==> src/rtl/video_line_fetch.sv <==
// video_line_fetch: line-buffer fetch, horizontal scaling, border substitution
// and 256x12 palette lookup feeding the 640x480 VGA timing stage.
//
// Ports:
//   clk, rst            pixel clock, synchronous active-high reset
//   start_of_line       strobe on the last clock of each line
//   start_of_screen     coincident with the start_of_line before visible line 0
//   hscale              source columns per output pixel, unsigned 1.7
//   border_color        palette index shown for border / blank pixels
//   lb_rd_addr          line-buffer read address {bank, column}
//   lb_rd_data          line-buffer data, one clock after the address
//   render_bank         bank the renderer fills (inverse of displayed bank)
//   pal_wr_en/addr/data palette write port (read-first on collision)
//   palette_rgb_data    RGB 4:4:4, pixel n valid at T+3+n (T = start_of_line)
//   hscroll             (VIDEO_HSCROLL_EN only) starting source column
//
// Optional feature macro: VIDEO_HSCROLL_EN (horizontal scroll with wrap).
module video_line_fetch #(
  parameter int H_ACTIVE  = 640,
  parameter int SRC_WIDTH = 640,
  parameter int COL_W     = 10
) (
  input  logic             clk,
  input  logic             rst,
  input  logic             start_of_line,
  input  logic             start_of_screen,
  input  logic [7:0]       hscale,
  input  logic [7:0]       border_color,
`ifdef VIDEO_HSCROLL_EN
  input  logic [9:0]       hscroll,
`endif
  output logic [COL_W:0]   lb_rd_addr,
  input  logic [7:0]       lb_rd_data,
  output logic             render_bank,
  input  logic             pal_wr_en,
  input  logic [7:0]       pal_wr_addr,
  input  logic [11:0]      pal_wr_data,
  output logic [11:0]      palette_rgb_data
);

  localparam int CNT_W = $clog2(H_ACTIVE);
  localparam logic [10:0] SRC_LIM = 11'(SRC_WIDTH);

  typedef enum logic {IDLE, ACTIVE} state_t;

  state_t            state;
  logic [CNT_W-1:0]  cnt;
  logic [16:0]       pos;        // 10.7 source position of pixel in lb_rd_addr
  logic              bank;       // displayed bank
  logic              bank_fresh; // first line after reset shows bank 0
  logic              brd1, brd2; // border flag, aligned with address / data
  logic [11:0]       pal_mem [256];

  logic [16:0] pos_sum, pos_inc, pos_load;
  logic [9:0]  col_inc, col_load;
  logic        bank_nxt;
  logic [7:0]  rd_idx;

  always_comb begin
    pos_sum = pos + {9'b0, hscale};
    pos_inc = pos_sum;
`ifdef VIDEO_HSCROLL_EN
    // hscale < 2.0, so one subtraction keeps the column inside the source
    if ({1'b0, pos_sum[16:7]} >= SRC_LIM)
      pos_inc = pos_sum - {SRC_LIM[9:0], 7'b0};
    pos_load = {10'({1'b0, hscroll} % SRC_LIM), 7'b0};
`else
    pos_load = '0;
`endif
    col_inc  = pos_inc[16:7];
    col_load = pos_load[16:7];
    bank_nxt = bank;
    if (start_of_line)
      bank_nxt = start_of_screen ? 1'b1 : (bank_fresh ? 1'b0 : ~bank);
    // stage 2: border pixels index the palette with border_color
    rd_idx = brd2 ? border_color : lb_rd_data;
  end

  always_ff @(posedge clk) begin
    if (rst) begin
      state       <= IDLE;
      cnt         <= '0;
      pos         <= '0;
      bank        <= 1'b0;
      bank_fresh  <= 1'b1;
      render_bank <= 1'b1;
      lb_rd_addr  <= '0;
      brd1        <= 1'b1;
      brd2        <= 1'b1;
    end else begin
      bank        <= bank_nxt;
      render_bank <= ~bank_nxt;
      brd2        <= brd1;
      if (start_of_line) begin
        // also restarts a line in progress
        bank_fresh <= 1'b0;
        state      <= ACTIVE;
        cnt        <= '0;
        pos        <= pos_load;
        lb_rd_addr <= {bank_nxt, col_load[COL_W-1:0]};
        brd1       <= ({1'b0, col_load} >= SRC_LIM);
      end else if (state == ACTIVE) begin
        pos        <= pos_inc;
        lb_rd_addr <= {bank, col_inc[COL_W-1:0]};
        if (cnt == CNT_W'(H_ACTIVE - 1)) begin
          state <= IDLE;
          brd1  <= 1'b1;
        end else begin
          cnt  <= cnt + 1'b1;
          brd1 <= ({1'b0, col_inc} >= SRC_LIM);
        end
      end else begin
        brd1 <= 1'b1;
      end
    end
  end

  // Palette contents are not reset; write and read in separate NBA blocks
  // give read-first behaviour on an address collision.
  always_ff @(posedge clk) begin
    if (pal_wr_en) pal_mem[pal_wr_addr] <= pal_wr_data;
  end

  always_ff @(posedge clk) begin
    if (rst) palette_rgb_data <= '0;
    else     palette_rgb_data <= pal_mem[rd_idx];
  end

endmodule

==> config.mk <==
export PLATFORM = sky130hd
export DESIGN_NAME = video_line_fetch
export DESIGN_NICKNAME = d
export VERILOG_FILES = /design/src/rtl/video_line_fetch.sv
export SDC_FILE = /design/constraint.sdc
export NUM_CORES = 2
export LEC_CHECK = 0
export CORE_ASPECT_RATIO = 1.2
export CORE_MARGIN = 5
export CORE_UTILIZATION = 35
export DETAILED_ROUTE_END_ITERATION = 7
export MAX_ROUTING_LAYER = met4
export SLEW_MARGIN = 25
export SYNTH_ARGS = -nofsm -noshare
export SYNTH_HDL_FRONTEND = slang
export SYNTH_SLANG_ARGS = --single-unit
==> constraint.sdc <==
create_clock -name clk -period 6.2 [get_ports clk]
set_input_delay 1.86 -clock clk [delete_from_list [all_inputs] [get_ports clk]]
set_output_delay 1.86 -clock clk [all_outputs]
set_load 0.05 [all_outputs]
==> impl_metrics.toml <==
[status]
outcome = "completed"

[floorplanning]
die-area_um2 = 366000
ios = 73
start_util_pct = 35.1
core_um2 = 353000
die_height_um = 662
die_w_um = 553
rows = 239

[power]
p_leak_uw = 0.0481
p_sw_share_pct = 23.6
p_comb_share_pct = 8.4
powerDensity_nw_per_um2 = 318
irDropWorstVdd_mv = 0.186
p_clk_share_pct = 40.5
p_seq_share_pct = 51.1
power.switching_uw = 10700
p_int_uw = 34800

[timing]
slew_viol_final = 0
hold_viol_final = 0
max-slew-margin-rel_pct = 20.7
skew_ns = 0.0658
worst_slack_ns = 0.768
post-route-period-util_pct = 87.6
rsz0062_at_grt = "false"
setup_viol_count_final = 0
fmax_ghz = 0.184
worstMarginPinSlew_ns = 1.19
period_needed_ns = 5.43

[routing]
drt_drc_violations_left = 0
wirelength_um = 382000
dr.pass1.iters = 8
ant_nets = 0
vias_per_cell = 5.56
dr.first_iter.drc_count = 9512
vias = 76500
wl_per_cell_um = 27.8

[job]
maxCapViolCount = 0

[cells_and_area]
final_nets = 8876
drive_gt1_share_pct = 13.4
final_core_util_pct = 40.6
area_delta_synth_final_pct = 15.6

[critical_path]
slowest_stage = "a21oi_1"
worstRegToRegCells = 12
critPathMaxStageDelay_ns = 0.82
cp_cell_sequence = "clkdlybuf4s50_1 > and2b_1 > a22oi_4 > buf_12 > buf_12 > buf_12 > o221ai_1 > a21oi_1 > o31ai_1 > o21ai_0 > a21oi_1 > or3_1"
cp.arrival_ns = 6.25
path_depth = 12
worst_ep_required_time_ns = 7.02
critPathBufInv = 4
critical-path-top-delay-family = "compound AO/OA/AOI/OAI gates"
path_common_cell = "buf_12"
worstSetupPathType = "input port to flop"
worstPathMaxFanout = 50
worstSetupStartpointType = "input port"
cp-end-kind = "flop"

[clocking]
ctsResizeCount = 0
cts_root_buf = "clkbuf_16"
cts_tree = "done"
clk_path_buf_depth = 4
clk_latency_ns = 0.91
cts.clk_slew.worst_paths_ns = 0.07
cts_buffers = 310
cts_sinks = 3118
hold_buffers = 0
htree_levels = 5
cts_setup_buffers = 0

[global_routing]
global_route.usage.met3_pct = 3.09
grt_max_degree = 135
grt.total_usage_pct = 20.7
use_met2_pct = 33.9
top_usage_layer = "met2"
globalRouteOverflowTotal = 0
antenna_found_initial = 20
grt_use_met1_pct = 25.3
grt_pass1_wl_um = 542000
first_global_vias = 74400

[place]
gp_congestion = 0.903
hpwl_um = 236000
pre_cts_ws_ns = -0.132
port_buffers = 72

[yosys]
synth_edf_count = 3072
yosys-top-cells-area = "edfxtp_1, nand2_1, mux2i_1, nand3_1, a21oi_1"
yosys.area.top_type = "edfxtp_1"
yosys_warnings = 0
synthArstFlopShare_pct = 0
yosys_most_used_dff = "edfxtp_1"
synthCells = 8363
ys_ff_latch = 3118
seq_area_frac_synth_pct = 75.1
synth_top_area_share_pct = 74.4
synth_area_um2 = 124000
avgSynthCellArea_um2 = 14.8
synth_cell_types = 73
synth_nets = 8422

[min_path]
min_delay_path_depth = 1
hp-class = "flop to flop"
[metal layers]
layer,routed length (um),up-vias
li1,-,32900
met1,145000,39100
met2,186000,3844
met3,30300,738
met4,20800,0
met5,0,-
[cells by family (layout without fill, tap and decap cells)]
logic type               Yosys count  count (layout)  share of synthesized area, %
AO/OA/AOI/OAI                   1165            1165                          6.08
buffers and inverters            576            1264                          2.53
XOR/XNOR                          16              16                         0.113
adder cells (fa/ha/maj)           10              10                         0.107
AND/OR/NAND/NOR                 2795            2795                          9.55
multiplexers                     683             683                          6.52
other                              0              18                             0
flip-flops                      3118            3118                          75.1
[worst reg2reg max path, delay by kind of cell (launching register included)]
kind,cells,cell delay [ns]
compound gates,6,2.47
buf+inv,4,1.11
flops,1,0.53
simple gates,2,0.52
[power groups by stage]
stage | registers (uW) | logic [uW] | clock network [uW]
2_1_floorplan | 23700 | 1880 | 0
3_3_place_gp | 23700 | 3760 | 0
3_5_place_dp | 23700 | 3790 | 0
4_1_cts | 23300 | 3810 | 18700
5_1_grt | 23300 | 3990 | 19600
6_report | 23300 | 3830 | 18500
[layout make-up]
type | count | area, um2
Clock inverter | 180 | 1600
Timing Repair Buffer | 706 | 6540
Fill cell | 31700 | 210000
Multi-Input combinational cell | 4669 | 28000
Sequential cell | 3118 | 93200
Antenna cell | 18 | 45.0
Inverter | 12 | 45.0
Clock buffer | 366 | 8160
Tap cell | 4699 | 5880
[per-stage QoR]
step                      cells  area [um2]  setup TNS (ns)  hold WS, ns  power, uW
after detailed placement  13200      134000          -0.132        0.412      27500
after global routing      13800      143000               0        0.426      46800
after global placement    13200      134000          -0.309        0.397      27500
after CTS                 13700      143000               0        0.425      45800
final                     13800      143000               0        0.417      45500
after floorplan            8363      124000               0        0.389      25600
[flip-flops by register name (all words and copies together), names as in the netlist]
name and flops:
state 1, brd1 1, bank 1, bank_fresh 1
pal_mem 3072, cnt 10, palette_rgb_data 12, brd2 1
pos 7, lb_rd_addr 11, render_bank 1
[layout by cell type, fill, tap and decap left out, types with 30 or more instances in the layout]
master / count
mux2i_1: 571
clkdlybuf4s50_1: 60
o221ai_1: 247
clkinv_1: 63
clkinv_2: 61
nand2_1: 1603
nor4_1: 47
a31oi_1: 72
nand4_1: 57
and3_1: 38
clkbuf_16: 318
a311oi_1: 30
clkbuf_1: 46
buf_4: 555
buf_12: 78
a21oi_1: 501
edfxtp_1: 3072
nor3_1: 116
o22ai_1: 47
nor2_1: 309
mux4_2: 98
nand3_1: 574
o21ai_0: 106
dfxtp_1: 45
[path summary, 6_finish.rpt]
path              startpoint                  end  slack [ns]
max          border_color[1]  palette_rgb_data[2]        0.77
min                     brd1                 brd2        0.42
max reg2reg             brd2  palette_rgb_data[2]        1.54
min reg2reg             brd1                 brd2        0.42
[synth_stat cells, types with 9 or more instances]
| master | instances |
|---|---|
| o21ai_0 | 108 |
| nand2_1 | 1603 |
| dfxtp_1 | 46 |
| buf_6 | 41 |
| a41oi_1 | 17 |
| o221ai_1 | 247 |
| o21ai_1 | 10 |
| edfxtp_1 | 3072 |
| mux2i_1 | 575 |
| o31ai_1 | 13 |
| a2111oi_0 | 14 |
| nand4_1 | 57 |
| buf_2 | 200 |
| inv_1 | 12 |
| a31oi_1 | 72 |
| o211ai_1 | 22 |
| nor3_1 | 116 |
| mux4_2 | 98 |
| and3_1 | 38 |
| xor2_1 | 10 |
| a311oi_1 | 30 |
| buf_4 | 84 |
| o22ai_1 | 47 |
| or3_1 | 12 |
| buf_1 | 51 |
| a211oi_1 | 22 |
| clkbuf_1 | 181 |
| a21oi_1 | 501 |
| ha_1 | 9 |
| nand3_1 | 580 |
| nor2b_1 | 10 |
| nor2_1 | 312 |
| nor4_1 | 47 |
Note: power is estimated with default switching activity, not from simulation.
